### config.mk
export PLATFORM = sky130hd
export DESIGN_NAME = fifo_pop_stage
export DESIGN_NICKNAME = d
export VERILOG_FILES = /design/src/rtl/rios_fifo_pkg.sv /design/src/rtl/fifo_pop_stage.sv
export SDC_FILE = /design/constraint.sdc
export NUM_CORES = 1
export LEC_CHECK = 0
export ABC_AREA = 1
export CAP_MARGIN = 20
export CORE_MARGIN = 5
export CORE_UTILIZATION = 33
export CTS_CLUSTER_DIAMETER = 30
export DETAILED_ROUTE_END_ITERATION = 16
export PLACE_DENSITY_LB_ADDON = 0.08
export SYNTH_ARGS = -nofsm -noshare
export SYNTH_HDL_FRONTEND = slang
export SYNTH_SLANG_ARGS = --single-unit
### constraint.sdc
create_clock -name clk -period 1.1 [get_ports clk]
set_input_delay 0.22 -clock clk [delete_from_list [all_inputs] [get_ports clk]]
set_output_delay 0.22 -clock clk [all_outputs]
set_load 0.005 [all_outputs]
### src/rtl/rios_fifo_pkg.sv
// rios_fifo_pkg: shared state encoding for FIFO pop/skid stages
package rios_fifo_pkg;
   typedef enum logic [1:0] {
      EMPTY = 2'd0,
      ONE   = 2'd1,
      TWO   = 2'd2
   } pop_state_e;
endpackage

### src/rtl/fifo_pop_stage.sv
// fifo_pop_stage: two-entry main/skid stage draining an upstream FIFO; FIFO_POP_STAGE_FLUSH_EN adds a flush input
module fifo_pop_stage
   import rios_fifo_pkg::*;
#(
   parameter int FIFO_DATA_WIDTH = 5
) (
   input  logic                       clk,
   input  logic                       reset,
`ifdef FIFO_POP_STAGE_FLUSH_EN
   input  logic                       flush,
`endif
   input  logic                       fifo_empty,
   input  logic [FIFO_DATA_WIDTH-1:0] fifo_rdata,
   output logic                       fifo_rd_en,
   output logic                       out_valid,
   output logic [FIFO_DATA_WIDTH-1:0] out_data,
   input  logic                       out_ready,
   output logic [1:0]                 occ
);
   pop_state_e                 state_q, state_d;
   logic [FIFO_DATA_WIDTH-1:0] main_q, main_d, skid_q, skid_d;
   logic                       flush_w, pop;

`ifdef FIFO_POP_STAGE_FLUSH_EN
   assign flush_w = flush;
`else
   assign flush_w = 1'b0;
`endif

   // Pop request never looks at out_ready, so upstream timing is register-bound; reset gates it off immediately
   assign fifo_rd_en = reset & ~fifo_empty & (state_q != TWO) & ~flush_w;
   assign out_valid  = (state_q != EMPTY);
   assign out_data   = main_q;
   assign occ        = state_q;
   assign pop        = out_valid & out_ready;

   // Next state and slot updates: main always holds the oldest entry, skid the newer one
   always_comb begin
      state_d = state_q;
      main_d  = main_q;
      skid_d  = skid_q;
      case (state_q)
         EMPTY: begin
            if (fifo_rd_en) begin
               state_d = ONE;
               main_d  = fifo_rdata;
            end
         end
         ONE: begin
            if (fifo_rd_en && pop) begin
               main_d = fifo_rdata;
            end else if (fifo_rd_en) begin
               state_d = TWO;
               skid_d  = fifo_rdata;
            end else if (pop) begin
               state_d = EMPTY;
            end
         end
         TWO: begin
            if (pop) begin
               state_d = ONE;
               main_d  = skid_q;
            end
         end
         default: state_d = EMPTY;
      endcase
      if (flush_w) state_d = EMPTY;
   end

   // State and slot registers with asynchronous clear
   always_ff @(posedge clk or negedge reset) begin
      if (!reset) begin
         state_q <= EMPTY;
         main_q  <= '0;
         skid_q  <= '0;
      end else begin
         state_q <= state_d;
         main_q  <= main_d;
         skid_q  <= skid_d;
      end
   end
endmodule

==> flow_summary.html <==
<table>
<tr><th>Metric</th><th>Value</th></tr>
<tr><th colspan="2">Status</th></tr>
<tr><td>Result of the run</td><td>finished, violations left</td></tr>
<tr><td>Violated checks</td><td>negative setup slack</td></tr>
<tr><th colspan="2">Worst setup path</th></tr>
<tr><td>Register-to-Register Path Depth</td><td>7</td></tr>
<tr><td>Startpoint types</td><td>flop</td></tr>
<tr><td>Element type at the critical path end</td><td>output port</td></tr>
<tr><td>Origin of the worst setup path</td><td>occ[1]</td></tr>
<tr><td>Critical path type</td><td>reg -&gt; out</td></tr>
<tr><td>Reg2reg start</td><td>occ[1]</td></tr>
<tr><td>Crit path arrival time</td><td>1.05 ns</td></tr>
<tr><td>Critical path required time</td><td>0.88 ns</td></tr>
<tr><td>Crit-path max FO</td><td>3</td></tr>
<tr><th colspan="2">STA</th></tr>
<tr><td>Hold Violations, Final</td><td>0</td></tr>
<tr><td>Ratio of final minimum period to clock period</td><td>115%</td></tr>
<tr><td>Minimum clock period</td><td>roughly 1.3 ns</td></tr>
<tr><td>RSZ-0062 raised after global routing</td><td>true</td></tr>
<tr><td>Worst clock skew on the final layout</td><td>approximately 0.0029 ns</td></tr>
<tr><td>Final worst-path setup slack</td><td>-0.170 ns</td></tr>
<tr><td>Highest attainable clock frequency</td><td>788 MHz</td></tr>
<tr><td>Tightest slew margin relative to the limit</td><td>86.4%</td></tr>
<tr><td>Final setup TNS</td><td>-1.23 ns</td></tr>
<tr><td>Worst slew pin tran</td><td>~0.2 ns</td></tr>
<tr><td>Final max-slew violation count</td><td>0</td></tr>
<tr><td>Finish-stage setup viols</td><td>15</td></tr>
<tr><th colspan="2">Clock network</th></tr>
<tr><td>Number of buffers added by the clock tree synthesis step</td><td>3</td></tr>
<tr><td>Clock tree root buffer cell</td><td>clkbuf_4</td></tr>
<tr><td>Number of buffers added to fix hold violations after cts</td><td>0</td></tr>
<tr><td>Max clock buf depth</td><td>2</td></tr>
<tr><td>Clock-pin transition on the worst setup and hold timing paths</td><td>about 0.08 ns</td></tr>
<tr><td>Clock sinks</td><td>12</td></tr>
<tr><td>TritonCTS clock tree</td><td>yes</td></tr>
<tr><td>Clock network latency to the later pin of the worst-skew pair</td><td>roughly 0.28 ns</td></tr>
<tr><td>H-Tree Depth</td><td>1</td></tr>
<tr><th colspan="2">Power</th></tr>
<tr><td>VDD IR-drop max</td><td>between 0.7 and 0.8 mV</td></tr>
<tr><td>Relative contribution of combinational cells to total power</td><td>a little over a third</td></tr>
<tr><td>Leakage</td><td>0.580 nW</td></tr>
<tr><td>Power share of the sequential group</td><td>40.7%</td></tr>
<tr><td>Areal power density over the cells</td><td>between 1000 and 1500 nW/um^2</td></tr>
<tr><td>Int Pwr</td><td>1.04 mW</td></tr>
<tr><td>Relative contribution of the clock network to total power</td><td>23.7%</td></tr>
<tr><td>Total net switching power</td><td>approximately 0.47 mW</td></tr>
<tr><td>Switching power share of the total</td><td>a little under a third</td></tr>
<tr><th colspan="2">GRT</th></tr>
<tr><td>Pin count of the biggest net entering global routing</td><td>13</td></tr>
<tr><td>Vias in the first global route</td><td>622</td></tr>
<tr><td>Antenna violations before repair</td><td>0</td></tr>
<tr><td>First-pass GRT wire length</td><td>2.69 mm</td></tr>
<tr><td>Total GRT Usage</td><td>12.9%</td></tr>
<tr><td>GR Overflow Total</td><td>0</td></tr>
<tr><th colspan="2">Final layout</th></tr>
<tr><td>Area of all placed cells without fillers</td><td>about 1100 sq um</td></tr>
<tr><td>Fillers</td><td>187</td></tr>
<tr><td>Antenna Diode Count</td><td>0</td></tr>
<tr><td>Share of layout cells above drive strength 1</td><td>between 40% and 50%</td></tr>
<tr><td>Area growth from synthesis to layout</td><td>66.3%</td></tr>
<tr><td># nets final</td><td>around 130</td></tr>
<tr><th colspan="2">Yosys</th></tr>
<tr><td>Post-Syn Area per Cell</td><td>just over 8 sq um</td></tr>
<tr><td>Main combinational cell family by area after synthesis</td><td>simple AND/OR/NAND/NOR gates</td></tr>
<tr><td>Fraction of synthesized cell area taken by the top area cell type</td><td>between 40% and 50%</td></tr>
<tr><td>Distinct cell type count of the synthesized netlist</td><td>15</td></tr>
<tr><td>Top FF cell, synth</td><td>dfrtp_1</td></tr>
<tr><td>Ys async rst share</td><td>100%</td></tr>
<tr><td>Most frequent cell after synthesis</td><td>nand2_1</td></tr>
<tr><td>Syn Inst Count</td><td>78</td></tr>
<tr><td>Fraction of the mapped netlist area in compound gates</td><td>4.09%</td></tr>
<tr><td>Top cells by count, synth</td><td>32 x nand2_1, 16 x nand3_1, 12 x dfrtp_1, 4 x nand2_2</td></tr>
<tr><td>Largest cells by area after synthesis</td><td>dfrtp_1 47%, nand2_1 19%, nand3_1 12%</td></tr>
<tr><td>Most area-hungry cell type in the Yosys netlist</td><td>dfrtp_1</td></tr>
<tr><td>Sequential share of the synthesized area</td><td>between 40% and 50%</td></tr>
<tr><td>XOR/XNOR Fraction of Synth Area</td><td>0%</td></tr>
<tr><td>Area share of fa/ha/maj cells after synthesis</td><td>0%</td></tr>
<tr><td>Mux contribution to synthesized area</td><td>0%</td></tr>
<tr><td>Basic-gate share of the synthesized area counting and, or, nand and nor cells</td><td>~44%</td></tr>
<tr><td>Synthesized Nets</td><td>87</td></tr>
<tr><td>Synth Cell Area</td><td>~640 sq um</td></tr>
<tr><td>Synth Register Bits</td><td>12</td></tr>
<tr><td>Number of enable flip-flop cells after synthesis</td><td>0</td></tr>
<tr><td>Synthesis Warnings</td><td>0</td></tr>
<tr><th colspan="2">Placement</th></tr>
<tr><td>Placer congestion estimate</td><td>between 0.7 and 0.8</td></tr>
<tr><td>Port bufs</td><td>17</td></tr>
<tr><td>Area after detailed placement</td><td>roughly 940 sq um</td></tr>
<tr><td>Dpl hpwl</td><td>~1.2 mm</td></tr>
<tr><th colspan="2">Drt</th></tr>
<tr><td>Routed via count divided by cell count</td><td>4.50</td></tr>
<tr><td>Via count</td><td>648</td></tr>
<tr><td>Post-DRT Antenna Nets</td><td>0</td></tr>
<tr><td>Total DRC errors in the routed layout</td><td>0</td></tr>
<tr><td>Violation count after the first detailed-routing iteration</td><td>5</td></tr>
<tr><td>Average wire per cell in the routed design</td><td>~11 microns</td></tr>
<tr><td>First-pass iteration count of the detailed router</td><td>4</td></tr>
<tr><td>Post-detailed-routing wire length</td><td>between 1.5 and 2 mm</td></tr>
<tr><th colspan="2">Die</th></tr>
<tr><td>Effective utilization at floorplan</td><td>around a third</td></tr>
<tr><td>Die area</td><td>just under 3000 sq um</td></tr>
<tr><td>Width of the chip</td><td>54.1 microns</td></tr>
<tr><td>Die extent in y</td><td>~54 microns</td></tr>
<tr><td>Total number of placement rows</td><td>16</td></tr>
<tr><td>Floorplan core area</td><td>1900 sq um</td></tr>
<tr><td>I/O pin count</td><td>18</td></tr>
<tr><th colspan="2">Hold path</th></tr>
<tr><td>Classification of the worst-slack hold path</td><td>in -&gt; async</td></tr>
<tr><th colspan="2">Flow run</th></tr>
<tr><td>MaxCap Viol Count</td><td>0</td></tr>
</table>
==> per-stage QoR <==
stage	std cells	setup WS (ns)	utilization [%]	hold slack [ns]	power (mW)
floorplan	78	0.0440	-	-0.0756	0.836
global placement	134	-0.513	49.7	0.460	1.13
detailed placement	134	-0.538	49.7	0.466	1.13
CTS	144	-0.180	54.2	0.311	1.51
global route	144	-0.219	56.1	0.336	1.62
finish	144	-0.170	56.1	0.300	1.52
==> registers in the layout (all words and copies together) (netlist names) <==
| register | count |
|---|---|
| out_data | 5 |
| skid_q | 5 |
| occ | 2 |
==> worst paths after layout <==
check                         endpoint  slack [ns]
max                         fifo_rd_en       -0.17
min                             occ[1]        0.30
max reg2reg                out_data[0]       -0.12
min reg2reg                  skid_q[4]        0.48
max in group asynchronous       occ[1]        0.63
min in group clk             skid_q[4]        0.48
==> critical path, cell delays in order, from the launching register on <==
cell     delay, ns
dfrtp_2       0.43
buf_6         0.13
a21oi_2       0.10
buf_2         0.12
==> cells in the final DEF, fill, tap and decap left out <==
| cell | n |
|---|---|
| nand2_2 | 3 |
| nor2_4 | 2 |
| a21oi_2 | 1 |
| clkbuf_8 | 1 |
| buf_6 | 6 |
| clkdlybuf4s50_1 | 8 |
| clkbuf_4 | 3 |
| buf_12 | 1 |
| nand3_1 | 12 |
| inv_4 | 3 |
| dlygate4sd2_1 | 1 |
| nand2_4 | 5 |
| nand3_4 | 1 |
| buf_4 | 14 |
| o21ai_0 | 1 |
| clkbuf_2 | 5 |
| buf_2 | 1 |
| dfrtp_2 | 1 |
| a21oi_4 | 1 |
| dfrtp_1 | 11 |
| nand3_2 | 4 |
| nand2_1 | 30 |
| inv_1 | 2 |
==> final cells by class <==
class,instances,area [sq um],area share [%]
clock buffers,4,36.3,3.40
inverters,5,26.3,2.46
multi-input cells,60,358,33.5
flip-flops and latches,12,302,28.3
well taps,27,33.8,3.17
repair buffers,36,312,29.2
==> power groups by stage <==
| stage | Combinational (mW) | Clock, mW | Sequential [mW] |
|---|---|---|---|
| after detailed placement | 0.501 | 0 | 0.630 |
| after CTS | 0.529 | 0.365 | 0.617 |
| final | 0.541 | 0.361 | 0.618 |
| after floorplan | 0.208 | 0 | 0.628 |
| after global placement | 0.498 | 0 | 0.627 |
| after global routing | 0.606 | 0.385 | 0.630 |
==> logic make-up after synthesis <==
group,count (synthesis)
AND/OR/NAND/NOR,57
flip-flops,12
buffers and inverters,6
AO/OA/AOI/OAI,3
==> routing by layer <==
layer	track usage, %	up-vias	routed length, microns
met5	0	-	0
met1	15.7	299	748
met2	21.8	16	794
met3	2.22	2	91
li1	-	331	-
met4	6.22	0	10
==> timing repair <==
item,in CTS,in global routing
pin swaps,1,6
gates resized for setup,29,19
setup endpoints to repair,19,21
setup buffers,6,1
Note: power is estimated with default switching activity, not from simulation.
